**config.mk**
```make
export PLATFORM = sky130hd
export DESIGN_NAME = bcd_display_seq
export DESIGN_NICKNAME = d
export VERILOG_FILES = /design/src/rtl/bcd_display_seq.sv
export SDC_FILE = /design/constraint.sdc
export NUM_CORES = 1
export LEC_CHECK = 0
export CAP_MARGIN = 15
export CORE_UTILIZATION = 53
export DETAILED_ROUTE_END_ITERATION = 6
export PLACE_DENSITY = 0.75
export SYNTH_ARGS = -nofsm -noshare
export SYNTH_HDL_FRONTEND = slang
export SYNTH_SLANG_ARGS = --single-unit
```
**constraint.sdc**
```tcl
create_clock -name clk -period 2.7 [get_ports clk]
set_input_delay 0.54 -clock clk [delete_from_list [all_inputs] [get_ports clk]]
set_output_delay 0.54 -clock clk [all_outputs]
set_load 0.02 [all_outputs]
```
**src/rtl/bcd_display_seq.sv**
```systemverilog
// Iterative double-dabble binary-to-BCD converter driving DIGITS active-low 7-segment displays.
// One shift/add-3 step per clock; start is taken in IDLE/DONE, done pulses one cycle after step WIDTH.
module bcd_display_seq #(
    parameter int WIDTH         = 7,
    parameter int DIGITS        = 2,
    parameter bit BLANK_LEADING = 1'b1
) (
    input  logic                  clk,
    input  logic                  rst_n,
    input  logic                  start,
    input  logic [WIDTH-1:0]      num,
    output logic                  busy,
    output logic                  done,
    output logic                  overflow,
    output logic [4*DIGITS-1:0]   bcd,
    output logic [7*DIGITS-1:0]   seg
);
    localparam int BW = 4 * DIGITS;
    localparam int SW = 7 * DIGITS;
    localparam int CW = (WIDTH > 1) ? $clog2(WIDTH) : 1;
    localparam int XW = (WIDTH > 64) ? WIDTH : 64;
    localparam logic [CW-1:0] LAST = CW'(WIDTH - 1);

    function automatic logic [63:0] pow10(input int n);
        logic [63:0] p;
        p = 64'd1;
        for (int i = 0; i < n; i++) begin
            p = p * 64'd10;
        end
        return p;
    endfunction

    // Overflow threshold 10**DIGITS; exact for DIGITS <= 19.
    localparam logic [XW-1:0] LIMIT = XW'(pow10(DIGITS));

    function automatic logic [6:0] dec7(input logic [3:0] d);
        logic [6:0] s;
        case (d)
            4'd0:    s = 7'b1000000;
            4'd1:    s = 7'b1111001;
            4'd2:    s = 7'b0100100;
            4'd3:    s = 7'b0110000;
            4'd4:    s = 7'b0011001;
            4'd5:    s = 7'b0010010;
            4'd6:    s = 7'b0000010;
            4'd7:    s = 7'b1111000;
            4'd8:    s = 7'b0000000;
            4'd9:    s = 7'b0010000;
            default: s = 7'b1111110;
        endcase
        return s;
    endfunction

    function automatic logic [SW-1:0] render(input logic [BW-1:0] b, input logic ovf);
        logic [SW-1:0] s;
        logic          lead;
        s    = '0;
        lead = 1'b1;
        // lead stays set while every digit from the top down to k is zero
        for (int k = DIGITS - 1; k >= 0; k--) begin
            lead = lead && (b[4*k +: 4] == 4'd0);
            if (ovf) begin
                s[7*k +: 7] = 7'b0111111;
            end else if (BLANK_LEADING && lead && (k != 0)) begin
                s[7*k +: 7] = 7'b1111111;
            end else begin
                s[7*k +: 7] = dec7(b[4*k +: 4]);
            end
        end
        return s;
    endfunction

    typedef enum logic [1:0] {
        ST_IDLE,
        ST_SHIFT,
        ST_DONE
    } state_t;

    state_t          state_q, state_d;
    logic [CW-1:0]   cnt_q, cnt_d;
    logic [WIDTH-1:0] bin_q, bin_d;
    logic [BW-1:0]   work_q, work_d;
    logic            ovf_q, ovf_d;
    logic            overflow_q, overflow_d;
    logic [BW-1:0]   bcd_q, bcd_d;
    logic [SW-1:0]   seg_q, seg_d;

    logic [XW-1:0]   num_ext;
    logic [BW-1:0]   adj;
    logic [BW-1:0]   shifted;

    assign num_ext = XW'(num);

    always_comb begin
        state_d    = state_q;
        cnt_d      = cnt_q;
        bin_d      = bin_q;
        work_d     = work_q;
        ovf_d      = ovf_q;
        overflow_d = overflow_q;
        bcd_d      = bcd_q;
        seg_d      = seg_q;

        adj = work_q;
        for (int k = 0; k < DIGITS; k++) begin
            if (work_q[4*k +: 4] >= 4'd5) begin
                adj[4*k +: 4] = work_q[4*k +: 4] + 4'd3;
            end
        end
        // The carry out of the top digit is dropped: only the low DIGITS digits are kept.
        shifted = BW'({adj, bin_q[WIDTH-1]});

        case (state_q)
            ST_IDLE, ST_DONE: begin
                if (start) begin
                    state_d = ST_SHIFT;
                    cnt_d   = '0;
                    bin_d   = num;
                    work_d  = '0;
                    ovf_d   = (num_ext >= LIMIT);
                end else begin
                    state_d = ST_IDLE;
                end
            end
            ST_SHIFT: begin
                work_d = shifted;
                bin_d  = bin_q << 1;
                cnt_d  = cnt_q + CW'(1);
                if (cnt_q == LAST) begin
                    state_d    = ST_DONE;
                    bcd_d      = shifted;
                    seg_d      = render(shifted, ovf_q);
                    overflow_d = ovf_q;
                end
            end
            default: state_d = ST_IDLE;
        endcase
    end

    always_ff @(posedge clk) begin
        if (!rst_n) begin
            state_q    <= ST_IDLE;
            cnt_q      <= '0;
            bin_q      <= '0;
            work_q     <= '0;
            ovf_q      <= 1'b0;
            overflow_q <= 1'b0;
            bcd_q      <= '0;
            seg_q      <= render('0, 1'b0);
        end else begin
            state_q    <= state_d;
            cnt_q      <= cnt_d;
            bin_q      <= bin_d;
            work_q     <= work_d;
            ovf_q      <= ovf_d;
            overflow_q <= overflow_d;
            bcd_q      <= bcd_d;
            seg_q      <= seg_d;
        end
    end

    assign busy     = (state_q == ST_SHIFT);
    assign done     = (state_q == ST_DONE);
    assign overflow = overflow_q;
    assign bcd      = bcd_q;
    assign seg      = seg_q;

endmodule

```
==> results of run 1 <==
==> state kept, by name, summed over array words and instances, names as in the netlist <==
signal    cells
bcd           8
overflow      1
ovf_q         1
bin_q         7
cnt_q         3
state_q       2
seg          14
work_q        8
==> worst max-delay path, stage by stage (launching register included) <==
cell	delay [ns]
dfxtp_1	0.42
inv_1	0.07
ha_1	0.23
nand2b_1	0.13
a21oi_4	0.09
xnor2_2	0.36
inv_1	0.14
ha_1	0.24
nor2_1	0.14
mux2_2	0.16
o21ai_1	0.07
a221o_1	0.33
==> synth_stat cells, drive strengths merged <==
cell     n
buf      4
mux2     2
nor3     2
xnor2    4
o311ai   1
nand3    3
a21bo    1
nor3b    2
nor2b    2
o31ai    1
ha       9
or3      3
o21ai   18
a221o    3
xor2     2
o21a     1
nand2b   6
nand2   37
a211oi   4
a311oi   6
and2     1
a31oi    2
o22ai    2
clkbuf  11
a22oi    9
nor2    37
mux2i    2
inv      9
a21oi   22
or2      1
nand4    2
dfxtp   44
clkinv   1
nor4     2
a211o    3
==> power breakdown <==
| part | switching, mW | internal [mW] |
|---|---|---|
| clock network | 0.207 | 0.228 |
| logic | 0.0580 | 0.0455 |
| registers | 0.0127 | 0.662 |
| total | 0.278 | 0.935 |
==> layer usage <==
metal  wire [microns]  track usage, %  vias up
met3              171           4.514        9
met1             2172           29.09      894
met5                0               0        -
met4               61           8.152        0
met2             2020           37.37       52
li1                 -               -      978
==> cells by family after synthesis <==
logic type      Yosys count  share of synthesized area [%]
compound gates           73                          23.09
xor+xnor                  6                          3.166
fa+ha+maj                 9                          5.276
buf+inv                  25                          4.513
flops                    44                          41.27
mux                       4                          2.169
simple gates             98                          20.52
==> area by class of cell <==
| class | instances | area, sq um | area share, % |
|---|---|---|---|
| repair buffers | 44 | 415.4 | 15.69 |
| flip-flops and latches | 44 | 880.8 | 33.27 |
| multi-input cells | 190 | 1157 | 43.71 |
| clock buffers | 7 | 96.34 | 3.639 |
| inverters | 10 | 37.54 | 1.418 |
| well taps | 48 | 60.06 | 2.268 |
==> stage by stage <==
step | instances | setup WS [ns] | hold slack [ns] | utilization [%] | area (sq um)
3_3_place_gp | 336 | 0.3669 | 0.4421 | 67.65 | 2551
5_1_grt | 343 | 0.04461 | 0.4865 | 70.21 | 2648
4_1_cts | 343 | 0.2403 | 0.4599 | 70.21 | 2648
6_report | 343 | 0.2202 | 0.4565 | 70.21 | 2648
2_1_floorplan | 259 | 0.4719 | 0.4551 | - | 2135
3_5_place_dp | 336 | 0.2531 | 0.4490 | 67.65 | 2551
==> worst max path at each step <==
stage | from | endpoint | slack, ns | depth (start not counted)
3_5_place_dp | work_q[4] | seg[13] | 0.25 | 11
3_3_place_gp | work_q[4] | seg[13] | 0.37 | 11
2_1_floorplan | work_q[4] | seg[13] | 0.47 | 11
6_report | work_q[4] | seg[13] | 0.22 | 11
5_1_grt | work_q[4] | seg[13] | 0.04 | 11
4_1_cts | work_q[4] | seg[13] | 0.24 | 11
==> metrics.csv, run 1 <==
metric,value,unit
status,"complete, no violations",
postCtsSetupRepairBufs,0,
drtIter0Drc,121,
grt_overflow_total,0,
initial_core_util,56.60,%
yosys.area.top_type,dfxtp_1,
synth_cell_type_count,44,
dp_hpwl,3.158,mm
synthTopCellsByArea,"dfxtp_1, nand2_1, nor2_1, ha_1, a21oi_1",
n_antenna_cell,0,
num_rows,22,
reg2reg_setup_slack,0.22,ns
final_cell_mix,"dfxtp_1, nor2_1, nand2_1",
worstMarginPinSlew,0.7039,ns
whs_path_depth,2,
min_path_type,reg -> reg,
hold_violations,0,
wl_per_cell,12.90,microns
cp_max_fo,8,
numCtsBuffers,5,
synth_top_area_share,41.27,%
r2r_start,work_q[4],
power_density,458.2,nW/um^2
worstPathRequired,2.88,ns
portBuffers,34,
fillCellCount,329,
cts_buffer_depth,2,
die_h,65.46,microns
die_area,4285,sq um
p_leak,1.018,nW
yosysSeqAreaShare,41.27,%
ys_warn_count,0,
cts_tree,yes,
ff2ff_path_depth,11,
clock.fmax,0.4033,GHz
clk_pin_slew_worst_paths,0.08,ns
final_max_slew_viol_count,0,
h-tree-depth,2,
root_buffer,clkbuf_8,
die_x,65.46,microns
holdPathEnd,overflow,
criticalPathCategory,reg -> reg,
rsz0062_at_grt,no,
peakVddDrop,356.7,uV
core_area,3771,sq um
synth_cells,259,
ant_nets,0,
max_cap_violations,0,
antenna_found_initial,0,
critPathArrivalTime,2.66,ns
period_share,91.84,%
area_growth,24.03,%
grt_usage,22.65,%
syn-num-nets,278,
drt-pass1-iter-count,4,
worstReg2RegEnd,seg[13],
ctsResizeCount,0,
drive_gt1_share,9.153,%
power,1.213,mW
grt_pass1_wl,7.583,mm
via_per_inst,5.636,
hold_buffers,0,
worstSetupStartpointType,flop,
finalClockSkew,0.003482,ns
avgSynthCellArea,8.241,sq um
drc,0,
cp-end-kind,flop,
grt_max_degree,19,
worstHoldStart,overflow,
grt_pass1_vias,1735,
clock_latency,0.29,ns
layout_commonest_cell,dfxtp_1,
min_period,2.480,ns
pin_count,35,
setup-violations-final,0,
max_slew_margin,52.94,%
finalNetCount,314,
wirelength,4.425,mm
ys_ff_latch,44,
cts.sinks,44,
tns,0,ns
synth.cell_area,2135,sq um
vias,1933,
place_congestion,0.8628,
Power figures use the tool's default switching activity.
==> run 2: changes to the inputs <==
--- a/config.mk
+++ b/config.mk
@@ -8,6 +8,7 @@
 export CAP_MARGIN = 15
 export CORE_UTILIZATION = 53
 export DETAILED_ROUTE_END_ITERATION = 6
+export GPL_TIMING_DRIVEN = 0
 export PLACE_DENSITY = 0.75
 export SYNTH_ARGS = -nofsm -noshare
 export SYNTH_HDL_FRONTEND = slang
==> metrics.csv, run 2 (same netlist as run 1, synthesis figures left out) <==
metric,value,unit,change
register_area,880.8,sq um,unchanged
power_density,448.4,nW/um^2,-2.1%
fin_ws,0.1618,ns,-0.05845 ns
numCtsBuffers,5,,unchanged
area_growth,22.39,%,
route.met3.wl,181,microns,+5.8%
p_leak,0.9824,nW,-3.5%
vias,1924,,-0.47%
drt-pass1-iter-count,4,,unchanged
finalClockSkew,0.005874,ns,+0.002392 ns
setup-violations-final,0,,unchanged
cts_buffer_depth,2,,unchanged
die_h,65.46,microns,unchanged
core_area,3771,sq um,unchanged
root_buffer,clkbuf_8,,
min_period,2.538,ns,+0.05845 ns
worstPathRequired,2.16,ns,-0.72 ns
status,"complete, no violations",,
grt_max_degree,13,,-6
clock.fmax,0.3940,GHz,-2.3%
worstMarginPinSlew,0.6135,ns,-0.09038 ns
final_cell_mix,"dfxtp_1, nor2_1, nand2_1",,
dp_hpwl,3.383,mm,+7.1%
cts.sinks,44,,unchanged
clock_latency,0.30,ns,about the same
critPathBufInv,3,,+1
critPathArrivalTime,2.00,ns,-0.66 ns
grt_usage,24.67,%,+2.0 points
max_slew_margin,59.10,%,+6.2 points
pin_count,35,,unchanged
max_cap_violations,0,,unchanged
place_congestion,0.7898,,-8.5%
finalNetCount,319,,+1.6%
clk_pin_slew_worst_paths,0.08,ns,about the same
wl_per_cell,13.74,microns,+6.5%
fillCellCount,329,,unchanged
layout_commonest_cell,dfxtp_1,,
dpl_cell_area,2535,sq um,-0.64%
postCtsSetupRepairBufs,0,,unchanged
min_path_type,reg -> reg,,
wirelength,4.782,mm,+8.1%
final_max_slew_viol_count,0,,unchanged
rsz0062_at_grt,no,,
ant_nets,0,,unchanged
critPathMaxStageDelay,0.69,ns,+0.27 ns
worstSetupStartpointType,flop,,
cp_max_fo,10,,+2
largest_reg_flops,14,,unchanged
die_x,65.46,microns,unchanged
wl_met1,2.340,mm,+7.7%
cts_tree,yes,,
portBuffers,34,,unchanged
cp_cell_sequence,nand2b_1 > clkinv_1 > clkbuf_1 > clkdlybuf4s50_1,,
tns,0,ns,unchanged
met2_length,2.186,mm,+8.2%
dp_slack,0.2087,ns,-0.04446 ns
peakVddDrop,320.9,uV,-10%
hold_violations,0,,unchanged
drtIter0Drc,140,,+16%
initial_core_util,56.60,%,unchanged
cp-end-kind,output pin,,
final_cell_area,2613,sq um,-1.3%
period_share,94.01,%,+2.2 points
ctsResizeCount,0,,unchanged
crit_family,buffers and inverters,,
highest_layer,met4,,
cp_slowest_cell,clkdlybuf4s50_1,,
criticalPathCategory,reg -> out,,
drc,0,,unchanged
grt_pass1_vias,1678,,-3.3%
grt_pass1_wl,7.941,mm,+4.7%
via_per_inst,5.529,,-1.9%
grt_overflow_total,0,,unchanged
multiInputGateArea,1157,sq um,unchanged
drive_gt1_share,6.000,%,-3.2 points
hold_buffers,0,,unchanged
die_area,4285,sq um,unchanged
n_antenna_cell,0,,unchanged
antenna_found_initial,0,,unchanged
power,1.171,mW,-3.4%
num_rows,22,,unchanged
h-tree-depth,2,,unchanged
## run 2: worst reg2reg max path: stages, from the launching register on
cell and delay [ns]:
dfxtp_1 0.43, inv_1 0.07, ha_1 0.22, nand2b_1 0.13
a21oi_4 0.10, xnor2_2 0.36, inv_1 0.14, ha_1 0.24
nor2_1 0.14, mux2_2 0.17, o21ai_1 0.08, a221o_1 0.33
## run 2: report_power, final
group          internal (mW)  switching [mW]  leakage, nW
logic                 0.0412          0.0644        0.585
registers              0.662         0.00926        0.357
clock network          0.176           0.219       0.0410
## run 2: layout make-up
cell class,count,area share [%]
clock inverter,1,0.1916
multi-input combinational,190,44.30
buffer,15,2.251
inverter,10,1.437
tap,48,2.299
timing repair buffer,34,13.03
clock buffer,6,2.778
sequential,44,33.72
## run 2: stage by stage
stage	utilization [%]	hold WS, ns	instances
finish	69.28	0.4590	348
floorplan	-	0.4551	259
global placement	67.22	0.4418	341
global route	69.28	0.4701	348
CTS	69.28	0.4604	348
detailed placement	67.22	0.4496	341
## run 2: final timing paths
path         slack [ns]  cells past startpoint       start       end
max                0.16                      4  state_q[1]      busy
min                0.46                      2    overflow  overflow
max reg2reg        0.18                     11   work_q[4]   seg[13]
min reg2reg        0.46                      2    overflow  overflow
## run 2: metal layers
layer | global-route usage (%) | vias up
li1 | - | 978
met1 | 32.47 | 884
met2 | 39.30 | 55
met3 | 4.340 | 7
met4 | 10.87 | 0
met5 | 0 | -
==> run 3: changes to the inputs <==
--- a/config.mk
+++ b/config.mk
@@ -5,11 +5,13 @@
 export SDC_FILE = /design/constraint.sdc
 export NUM_CORES = 1
 export LEC_CHECK = 0
+export ABC_AREA = 1
+export ABC_CLOCK_PERIOD_IN_PS = 2700
 export CAP_MARGIN = 15
-export CORE_UTILIZATION = 53
+export CORE_UTILIZATION = 35
 export DETAILED_ROUTE_END_ITERATION = 6
 export GPL_TIMING_DRIVEN = 0
-export PLACE_DENSITY = 0.75
+export PLACE_DENSITY = 0.52
 export SYNTH_ARGS = -nofsm -noshare
 export SYNTH_HDL_FRONTEND = slang
 export SYNTH_SLANG_ARGS = --single-unit
==> metrics.csv, run 3 <==
metric,value,unit,change
status,"complete, no violations",,
min_period,2.460,ns,-0.07855 ns
h-tree-depth,2,,unchanged
finalNetCount,362,,+13%
die_h,80.87,microns,+24%
clock.fmax,0.4066,GHz,+3.2%
postCtsSetupRepairBufs,0,,unchanged
ys_ff_latch,44,,unchanged
hold_buffers,0,,unchanged
drt-pass1-iter-count,4,,unchanged
yosysSeqAreaShare,40.46,%,-0.81 points
cts_tree,yes,,
synth_ff_type,dfxtp_1,,
yosys-top-cells-count,"nand2_1, dfxtp_1, a21oi_1",,
fin_ws,0.2404,ns,+0.07855 ns
portBuffers,34,,unchanged
worstMarginPinSlew,0.5132,ns,-0.1004 ns
critPathArrivalTime,1.92,ns,-0.08 ns
n_antenna_cell,0,,unchanged
ctsResizeCount,0,,unchanged
final_cell_mix,"nand2_1, dfxtp_1, clkdlybuf4s50_1",,
pin_count,35,,unchanged
synth_top_area_share,40.46,%,-0.81 points
drive_gt1_share,12.21,%,+6.2 points
rsz0062_at_grt,no,,
synth_cell_type_count,29,,-34%
via_per_inst,4.842,,-12%
worstSetupStartpointType,flop,,
core_area,5956,sq um,+58%
grt_max_degree,15,,+2
critPathBufInv,4,,+1
numCtsBuffers,5,,unchanged
tns,0,ns,unchanged
synth_top_family_by_area,simple AND/OR/NAND/NOR gates,,
cp-end-kind,output pin,,
synthSimpleGateAreaFrac,31.72,%,+11 points
wirelength,5.514,mm,+15%
cp_max_fo,10,,unchanged
criticalPathCategory,reg -> out,,
num_rows,28,,+27%
period_share,91.10,%,-2.9 points
synth_cells,302,,+17%
cp_slowest_cell,clkdlybuf4s50_1,,
p_leak,1.141,nW,+16%
vias,2029,,+5.5%
grt_overflow_total,0,,unchanged
grt_usage,18.19,%,-6.5 points
syn-num-nets,321,,+15%
hold_violations,0,,unchanged
drtIter0Drc,59,,-58%
synth-adder-area-share,5.172,%,-0.10 points
finalClockSkew,0.007586,ns,+0.001712 ns
yosys.area.top_type,dfxtp_1,,
wl_per_cell,13.16,microns,-4.2%
clk_pin_slew_worst_paths,0.09,ns,about the same
dp_slack,0.3139,ns,+0.1052 ns
setup-violations-final,0,,unchanged
worstPathRequired,2.16,ns,about the same
max_slew_margin,65.79,%,+6.7 points
synth_edf_count,0,,unchanged
place_congestion,0.8132,,+3.0%
critPathMaxStageDelay,0.65,ns,-0.04 ns
synthTopCellsByArea,"dfxtp_1, nand2_1, a21oi_1, ha_1, nand3_1",,
area_growth,25.52,%,
root_buffer,clkbuf_8,,
drc,0,,unchanged
largest_reg_flops,14,,unchanged
synthXorXnorAreaFrac,0,%,-3.2 points
ys_warn_count,0,,unchanged
die_area,6540,sq um,+53%
power_density,493.8,nW/um^2,+10%
async_reset_ff_share,0,%,unchanged
grt_pass1_wl,8.983,mm,+13%
max_cap_violations,0,,unchanged
synth_compound_area_share,15.40,%,-7.7 points
cp_cell_sequence,inv_1 > nand2_2 > clkinv_1 > buf_2 > clkdlybuf4s50_1,,
fillCellCount,666,,+100%
grt_pass1_vias,1829,,+9.0%
layout_commonest_cell,nand2_1,,
clock_latency,0.31,ns,about the same
avgSynthCellArea,7.209,sq um,-13%
peakVddDrop,220.3,uV,-31%
cts_buffer_depth,2,,unchanged
initial_core_util,36.55,%,-20 points
antenna_found_initial,0,,unchanged
power,1.349,mW,+15%
final_max_slew_viol_count,0,,unchanged
ant_nets,0,,unchanged
crit_family,buffers and inverters,,
yosysMostFrequentCell,nand2_1,,
cts.sinks,44,,unchanged
dp_hpwl,4.076,mm,+20%
min_path_type,reg -> reg,,
die_x,80.87,microns,+24%
synth.cell_area,2177,sq um,+2.0%
synthMuxAreaShare,0,%,-2.2 points
run 3: cell count changes in the layout (fill, tap and decap cells not counted), sizes merged, moves of 6 or more:
cell,previous run,this run
nand2b,6,0
o21ai,18,24
a21oi,22,31
nand2,37,87
nor2,37,23
inv,9,30
a311oi,6,0
clkbuf,17,10
nand3,3,23
a22oi,9,0
run 3: layer usage:
layer	part of all wire, %	GRT usage [%]	wire length (microns)	vias to the layer above
met5	0	0	0	-
met3	3.1	4.270	172	6
met4	1.2	5.357	65	0
li1	-	-	-	1075
met1	50	23.79	2731	921
met2	46	29.58	2544	27
run 3: area by class of cell:
type | instances | area [sq um] | share of cell area (%)
Inverter | 32 | 120.1 | 4.396
Tap cell | 75 | 93.84 | 3.434
Multi-Input combinational cell | 218 | 1139 | 41.67
Clock inverter | 2 | 38.79 | 1.419
Buffer | 8 | 37.54 | 1.374
Sequential cell | 44 | 880.8 | 32.23
Timing Repair Buffer | 34 | 340.3 | 12.45
Clock buffer | 6 | 82.58 | 3.022
run 3: metrics by stage:
stage | utilization, % | cell area (sq um) | hold WS (ns) | instances
2_1_floorplan | - | 2177 | 0.4216 | 302
3_3_place_gp | 43.84 | 2611 | 0.4452 | 411
3_5_place_dp | 43.84 | 2611 | 0.4443 | 411
4_1_cts | 45.88 | 2733 | 0.4615 | 419
5_1_grt | 45.88 | 2733 | 0.4955 | 419
6_report | 45.88 | 2733 | 0.4627 | 419
run 3: kinds of logic (layout without fill, tap and decap cells):
family | Yosys count | count (layout)
AND/OR/NAND/NOR | 146 | 146
AO/OA/AOI/OAI | 63 | 63
adder cells (fa/ha/maj) | 9 | 9
buffers and inverters | 40 | 82
flip-flops | 44 | 44
run 3: path summary, 6_finish.rpt:
kind | start | endpoint | slack [ns] | cells after the start
worst max-delay path | state_q[1] | busy | 0.24 | 5
worst min-delay path | cnt_q[2] | cnt_q[2] | 0.46 | 1
worst max register to register | work_q[0] | seg[10] | 0.58 | 13
worst min register to register | cnt_q[2] | cnt_q[2] | 0.46 | 1
run 3: report_power, final:
part           total (mW)  internal [mW]  switching [mW]
combinational       0.127         0.0475          0.0798
clock               0.541          0.303           0.239
sequential          0.681          0.667          0.0137
